==> config.mk <==
export PLATFORM = sky130hd
export DESIGN_NAME = ptr_recycle
export DESIGN_NICKNAME = d
export VERILOG_FILES = /design/src/rtl/ptr_recycle_pkg.sv /design/src/rtl/ptr_recycle_rr_arbiter.sv /design/src/rtl/ptr_recycle.sv
export SDC_FILE = /design/constraint.sdc
export NUM_CORES = 2
export LEC_CHECK = 0
export BUFFER_PORTS_ARGS = -buffer_cell sky130_fd_sc_hd__buf_2
export CORE_MARGIN = 2
export CORE_UTILIZATION = 61
export DETAILED_ROUTE_END_ITERATION = 8
export GPL_ROUTABILITY_DRIVEN = 0
export PLACE_DENSITY = 0.76
export SYNTH_ARGS = -nofsm -noshare
export SYNTH_HDL_FRONTEND = slang
export SYNTH_SLANG_ARGS = --single-unit
==> constraint.sdc <==
create_clock -name clk -period 46.6 [get_ports clk]
set_clock_uncertainty 0.15 [all_clocks]
set_input_delay 9.32 -clock clk [delete_from_list [all_inputs] [get_ports clk]]
set_output_delay 9.32 -clock clk [all_outputs]
set_load 0.01 [all_outputs]
==> src/rtl/ptr_recycle_pkg.sv <==
// Shared types and constants for the pointer recycle path.
// Holds default sizing, FSM encoding and the popcount helper.
package ptr_recycle_pkg;

    localparam int DEF_PORTS = 4;
    localparam int DEF_AW    = 10;
    localparam int DEF_DEPTH = 512;
    localparam int DEF_CW    = 3;
    localparam int PTR_OUT_W = 16;

    typedef enum logic [1:0] {
        ST_INIT = 2'd0,
        ST_IDLE = 2'd1,
        ST_RD   = 2'd2,
        ST_WB   = 2'd3
    } state_t;

    function automatic int unsigned popcount(input logic [31:0] v);
        int unsigned n;
        n = 0;
        for (int i = 0; i < 32; i++) begin
            n += 32'(v[i]);
        end
        return n;
    endfunction

endpackage

==> src/rtl/ptr_recycle_rr_arbiter.sv <==
// Round-robin arbiter over the release ports.
// The search starts at the port after the last one served.
module rr_arbiter
    import ptr_recycle_pkg::*;
#(
    parameter int PORTS = DEF_PORTS
) (
    input  logic             clk,
    input  logic             rst,
    input  logic [PORTS-1:0] req_i,
    input  logic             adv_i,
    input  logic [PORTS-1:0] adv_gnt_i,
    output logic [PORTS-1:0] gnt_o
);

    localparam int PW = (PORTS > 1) ? $clog2(PORTS) : 1;

    logic [PW-1:0] rr_q;
    logic [PW-1:0] rr_d;
    logic          found;
    int            idx;

    // Pick the first requester at or after the round-robin pointer
    always_comb begin
        gnt_o = '0;
        found = 1'b0;
        idx   = 0;
        for (int i = 0; i < PORTS; i++) begin
            idx = int'(rr_q) + i;
            if (idx >= PORTS) idx = idx - PORTS;
            if (!found && req_i[idx[PW-1:0]]) begin
                gnt_o[idx[PW-1:0]] = 1'b1;
                found = 1'b1;
            end
        end
    end

    // Next pointer is one past the port that was just served
    always_comb begin
        rr_d = rr_q;
        for (int i = 0; i < PORTS; i++) begin
            if (adv_i && adv_gnt_i[i]) begin
                rr_d = (i == PORTS - 1) ? '0 : PW'(i + 1);
            end
        end
    end

    // Round-robin pointer register
    always_ff @(posedge clk or negedge rst) begin
        if (!rst) rr_q <= '0;
        else      rr_q <= rr_d;
    end

endmodule

==> src/rtl/ptr_recycle.sv <==
// Reference-count return path of the free-pointer queue.
// Counts fan-out per pointer and recycles it when the count hits zero.
module ptr_recycle
    import ptr_recycle_pkg::*;
#(
    parameter int PORTS = DEF_PORTS,
    parameter int AW    = DEF_AW,
    parameter int DEPTH = DEF_DEPTH,
    parameter int CW    = DEF_CW
) (
    input  logic                 clk,
    input  logic                 rst,
    input  logic                 alloc_wr,
    input  logic [AW-1:0]        alloc_ptr,
    input  logic [PORTS-1:0]     alloc_portmap,
    output logic                 alloc_ready,
    input  logic [PORTS-1:0]     rel_req,
    input  logic [PORTS*AW-1:0]  rel_ptr,
    output logic [PORTS-1:0]     rel_ack,
    output logic                 FQ_wr,
    output logic [PTR_OUT_W-1:0] ptr_dout,
    output logic                 init_done,
    output logic                 err_underflow
);

    localparam int IW = $clog2(DEPTH);

    state_t           state_q;
    logic [IW-1:0]    init_cnt_q;
    logic             init_done_q;
    logic [PORTS-1:0] g_q;
    logic [AW-1:0]    ptr_q;
    logic [CW-1:0]    dec_q;
    logic             one_q;
    logic             zero_q;
    logic             err_q;

    logic [PORTS-1:0] gnt;
    logic [AW-1:0]    sel_ptr;
    logic [CW-1:0]    rd_q;
    logic [CW-1:0]    mem [DEPTH];
    logic             we;
    logic [IW-1:0]    wa;
    logic [CW-1:0]    wd;
    logic             alloc_acc;
    logic             bypass;
    logic             retire;
    logic             adv;
    logic [AW-1:0]    out_ptr;

    assign alloc_acc = alloc_wr && init_done_q;
    assign bypass    = alloc_acc && (alloc_portmap == '0);
    assign retire    = (state_q == ST_WB) && !alloc_acc && one_q;
    assign adv       = (state_q == ST_WB) && !alloc_acc;

    rr_arbiter #(.PORTS(PORTS)) u_arb (
        .clk       (clk),
        .rst       (rst),
        .req_i     (rel_req),
        .adv_i     (adv),
        .adv_gnt_i (g_q),
        .gnt_o     (gnt)
    );

    // Pointer of the granted release port
    always_comb begin
        sel_ptr = '0;
        for (int i = 0; i < PORTS; i++) begin
            if (gnt[i]) sel_ptr = rel_ptr[i*AW +: AW];
        end
    end

    // Single RAM write port: init clear, then alloc, then write-back
    always_comb begin
        we = 1'b0;
        wa = '0;
        wd = '0;
        if (state_q == ST_INIT) begin
            we = 1'b1;
            wa = init_cnt_q;
        end else if (alloc_wr && (alloc_portmap != '0)) begin
            we = 1'b1;
            wa = alloc_ptr[IW-1:0];
            wd = CW'(popcount(32'(alloc_portmap)));
        end else if (adv) begin
            we = 1'b1;
            wa = ptr_q[IW-1:0];
            wd = dec_q;
        end
    end

    // Refcount RAM with registered read
    always_ff @(posedge clk) begin
        if (we) mem[wa] <= wd;
        rd_q <= mem[sel_ptr[IW-1:0]];
    end

    // Release FSM: clear RAM, grant, read count, write back
    always_ff @(posedge clk or negedge rst) begin
        if (!rst) begin
            state_q     <= ST_INIT;
            init_cnt_q  <= '0;
            init_done_q <= 1'b0;
            g_q         <= '0;
            ptr_q       <= '0;
            dec_q       <= '0;
            one_q       <= 1'b0;
            zero_q      <= 1'b0;
            err_q       <= 1'b0;
        end else begin
            unique case (state_q)
                ST_INIT: begin
                    init_cnt_q <= init_cnt_q + IW'(1);
                    if (init_cnt_q == IW'(DEPTH - 1)) begin
                        init_done_q <= 1'b1;
                        state_q     <= ST_IDLE;
                    end
                end
                ST_IDLE: begin
                    if (|rel_req) begin
                        g_q     <= gnt;
                        ptr_q   <= sel_ptr;
                        state_q <= ST_RD;
                    end
                end
                ST_RD: begin
                    dec_q   <= (rd_q == '0) ? '0 : rd_q - CW'(1);
                    one_q   <= (rd_q == CW'(1));
                    zero_q  <= (rd_q == '0);
                    state_q <= ST_WB;
                end
                ST_WB: begin
                    if (!alloc_acc) begin
                        if (zero_q) err_q <= 1'b1;
                        state_q <= ST_IDLE;
                    end
                end
            endcase
        end
    end

    assign out_ptr       = bypass ? alloc_ptr : (retire ? ptr_q : '0);
    assign ptr_dout      = PTR_OUT_W'(out_ptr);
    assign FQ_wr         = bypass || retire;
    assign rel_ack       = (state_q == ST_IDLE) ? gnt : '0;
    assign alloc_ready   = init_done_q;
    assign init_done     = init_done_q;
    assign err_underflow = err_q;

endmodule

==> impl_summary.txt <==
----------------------------------------------------
[Status]
  Outcome ... finished with violations
  Failing checks ... design-rule violations

[Timing]
  Transition at the pin with the smallest max-transition slack ... 1.32 ns
  Fin crit share ... 0.455
  Count of final hold-check violations ... 0
  Post-Route Setup TNS ... 0 ns
  Post-layout worst setup margin ... approximately 25 ns
  Unrepaired setup endpoints after global routing ... no
  Maximum clock rate ... around 47 MHz
  Min Clock Period, post-route ... between 20 and 25 ns
  Final Max Tran Viols ... 0
  Endpoints failing setup ... 0
  Worst slew margin relative to its limit ... 0.102

[Final layout]
  Share of final-layout standard cells stronger than drive strength 1 ... 0.133
  Cell Count, Final, Fillers Out ... slightly below 6000
  Number of antenna cells inserted ... 0
  Post-layout net count ... between 4000 and 5000
  Synthesis-to-finish area growth ... 9.68%
  Post-layout utilization of the core ... 0.675

[GRT]
  Vias in the first global route ... 38900
  Initial antenna violation count ... 2
  Global Route Usage Sum ... 0.316
  Sum of overflow across all layers after global routing ... 0
  Largest net degree at the start of global routing ... 246
  Wire length of the first global-routing pass ... around 250000 um

[Worst hold path]
  Path type of the worst min-delay path ... reg -> reg
  Origin of the worst min-delay path ... init_cnt_q[5]$_DFFE_PN0P_
  Destination of the worst hold path ... init_cnt_q[5]$_DFFE_PN0P_
  Depth of the worst hold-timing path ... 1

[Worst setup path]
  Category of the critical setup timing path ... in -> out
  Worst path required time ... approximately 37 ns
  Biggest fanout along the worst timing path ... 21
  Setup slack of the worst register-to-register path ... 38.00 ns
  Crit end category ... primary output
  End of the worst register-to-register path ... rd_q[2]$_DFF_P_
  Startpoint of the worst register-to-register path ... u_arb.rr_q[0]$_DFFE_PN0P_
  Arr. time, crit path ... around 12 ns
  Startpoint class of the critical path ... input port
  Register-to-Register Path Depth ... 17
  Setup crit start ... rel_req[2]

[Clocking]
  Buffers from clock root to sink, at most ... 3
  TritonCTS Buffers ... about 150
  Quantity of gates resized following cts ... 0
  Clock-pin slew on the worst setup and hold paths ... about 0.06 ns
  Clk Latency, worst-skew pair ... slightly below 0.8 ns
  CTS sink cnt ... about 1600
  CTS tree ... done
  Hold buffers post-CTS ... 0
  Post-CTS Setup Inserts ... 0
  CTS Root Buffer Type ... clkbuf_16
  Maximum level of the CTS H-tree ... 4

[Floorplanning]
  Area of the core ... between 100000 and 150000 sq um
  Width of the die ... 330 um
  Vert. Die Dim ... about 330 um
  Starting density of the core ... 0.616
  Cell row count ... between 100 and 150
  Total I/O pin count ... 85
  Die outline area ... 109000 sq um

[Synth]
  Number of register bits inferred by synthesis ... approximately 1600
  Post-synthesis sequential area ratio ... 0.725
  Most area-consuming cells after synthesis ... edfxtp_1, mux4_2, nand2_1, nor2_1, mux2i_1
  Cell with the most instances after synthesis ... edfxtp_1
  Ys Warns ... 0
  Total standard cell area after synthesis ... 64900 sq um
  Synth top cells by count ... edfxtp_1, nand2_1, nor2_1, nand3_1, mux4_2
  Number of distinct standard cells referenced by the synthesized netlist ... between 80 and 90
  Ys flop type ... edfxtp_1
  Synth Instances ... ~4400
  Share of the synthesized area in the top cell type ... 0.711
  Share of async-settable or async-resettable flops after synthesis ... 0.0216
  Number of enable-type register cells in the synthesized netlist ... 1536
  Post-synth top area cell ... edfxtp_1
  Post-Syn Area per Cell ... about 15 sq um

[Routing]
  Detailed-route wire length ... 172000 um
  DR DRC count ... 20
  Vias per inst ... 6.76
  Detailed-routing iteration count for the pre-antenna-repair pass ... 9
  Vias after detailed routing ... 40300
  Wire length per cell ... approximately 29 um
  Antenna-violating nets left ... 0
  Violation count after the first detailed-routing iteration ... 6313

[Placed design]
  Worst slack after detailed placement ... approximately 25 ns
  Dpl hpwl ... between 90000 and 100000 um
  Dpl cells ... 5678
  Port buffer count ... a little under 80

[Flow run]
  Maximum capacitance violations ... 0

----------------------------------------------------
sequential cells by signal (all words and copies together), names as in the netlist:
register,count
mem,1536
ptr_q,10
init_cnt_q,9
g_q,4
dec_q,3
rd_q,3
state_q,2
u_arb.rr_q,2
alloc_ready,1
err_underflow,1
one_q,1
zero_q,1
cell usage in the layout, fill, tap and decap left out, types with 75 or more instances in the layout:
cell type	n
a31oi_1	75
edfxtp_1	1536
nand3_1	190
buf_4	78
mux2i_1	131
a21oi_1	126
clkbuf_16	156
nor2_1	572
nand2_1	670
buf_2	78
mux4_2	157
kinds of logic (layout without fill, tap and decap cells):
family          after synthesis  count (layout)  share of synthesized area
simple gates               1589            1589                      0.101
flops                      1573            1573                      0.725
compound gates              609             609                     0.0658
buf+inv                     329             455                     0.0252
mux                         307             307                     0.0779
fa+ha+maj                    20              20                    0.00397
xor+xnor                      7               7                   0.000945
other cells                   1               6                  0.0000578
metal layers:
metal / vias up / GRT usage / wire, um
li1: 16900 / - / -
met1: 19800 / 0.434 / 60900
met2: 3022 / 0.486 / 79600
met3: 494 / 0.0776 / 23200
met4: 2 / 0.144 / 8750
met5: - / 0 / 9
area by class of cell:
cell class | instances | area [sq um]
clock buffers | 189 | 4060
clock inverters | 90 | 817
fillers | 6851 | 34200
inverters | 17 | 63.8
multi-input cells | 2538 | 16400
flip-flops and latches | 1573 | 47000
well taps | 1391 | 1740
repair buffers | 159 | 1040
critical path: stages:
cell and delay [ns]:
buf_2 0.15, mux4_2 0.54, nor2b_1 0.17, a22oi_1 0.38, nand2_1 0.62, and2_1 0.40
buf_2 0.14
worst max-delay path by stage:
stage	cells past startpoint	slack, ns	to
finish	7	25.41	rel_ack[3]
global route	7	25.25	rel_ack[3]
CTS	7	25.44	rel_ack[3]
detailed placement	7	25.44	rel_ack[3]
global placement	7	25.49	rel_ack[3]
floorplan	5	19.59	mem[0][1]$_DFFE_PP_
through the flow:
step | hold WS [ns] | area [sq um]
2_1_floorplan | 0.296 | 64900
3_5_place_dp | 0.331 | 66300
3_3_place_gp | 0.307 | 66300
5_1_grt | 0.367 | 71200
4_1_cts | 0.340 | 71200
6_report | 0.342 | 71200
Power is left out: the tool's default activity adds up to more than one toggle a clock period on the data nets, which glitch-free logic cannot reach.
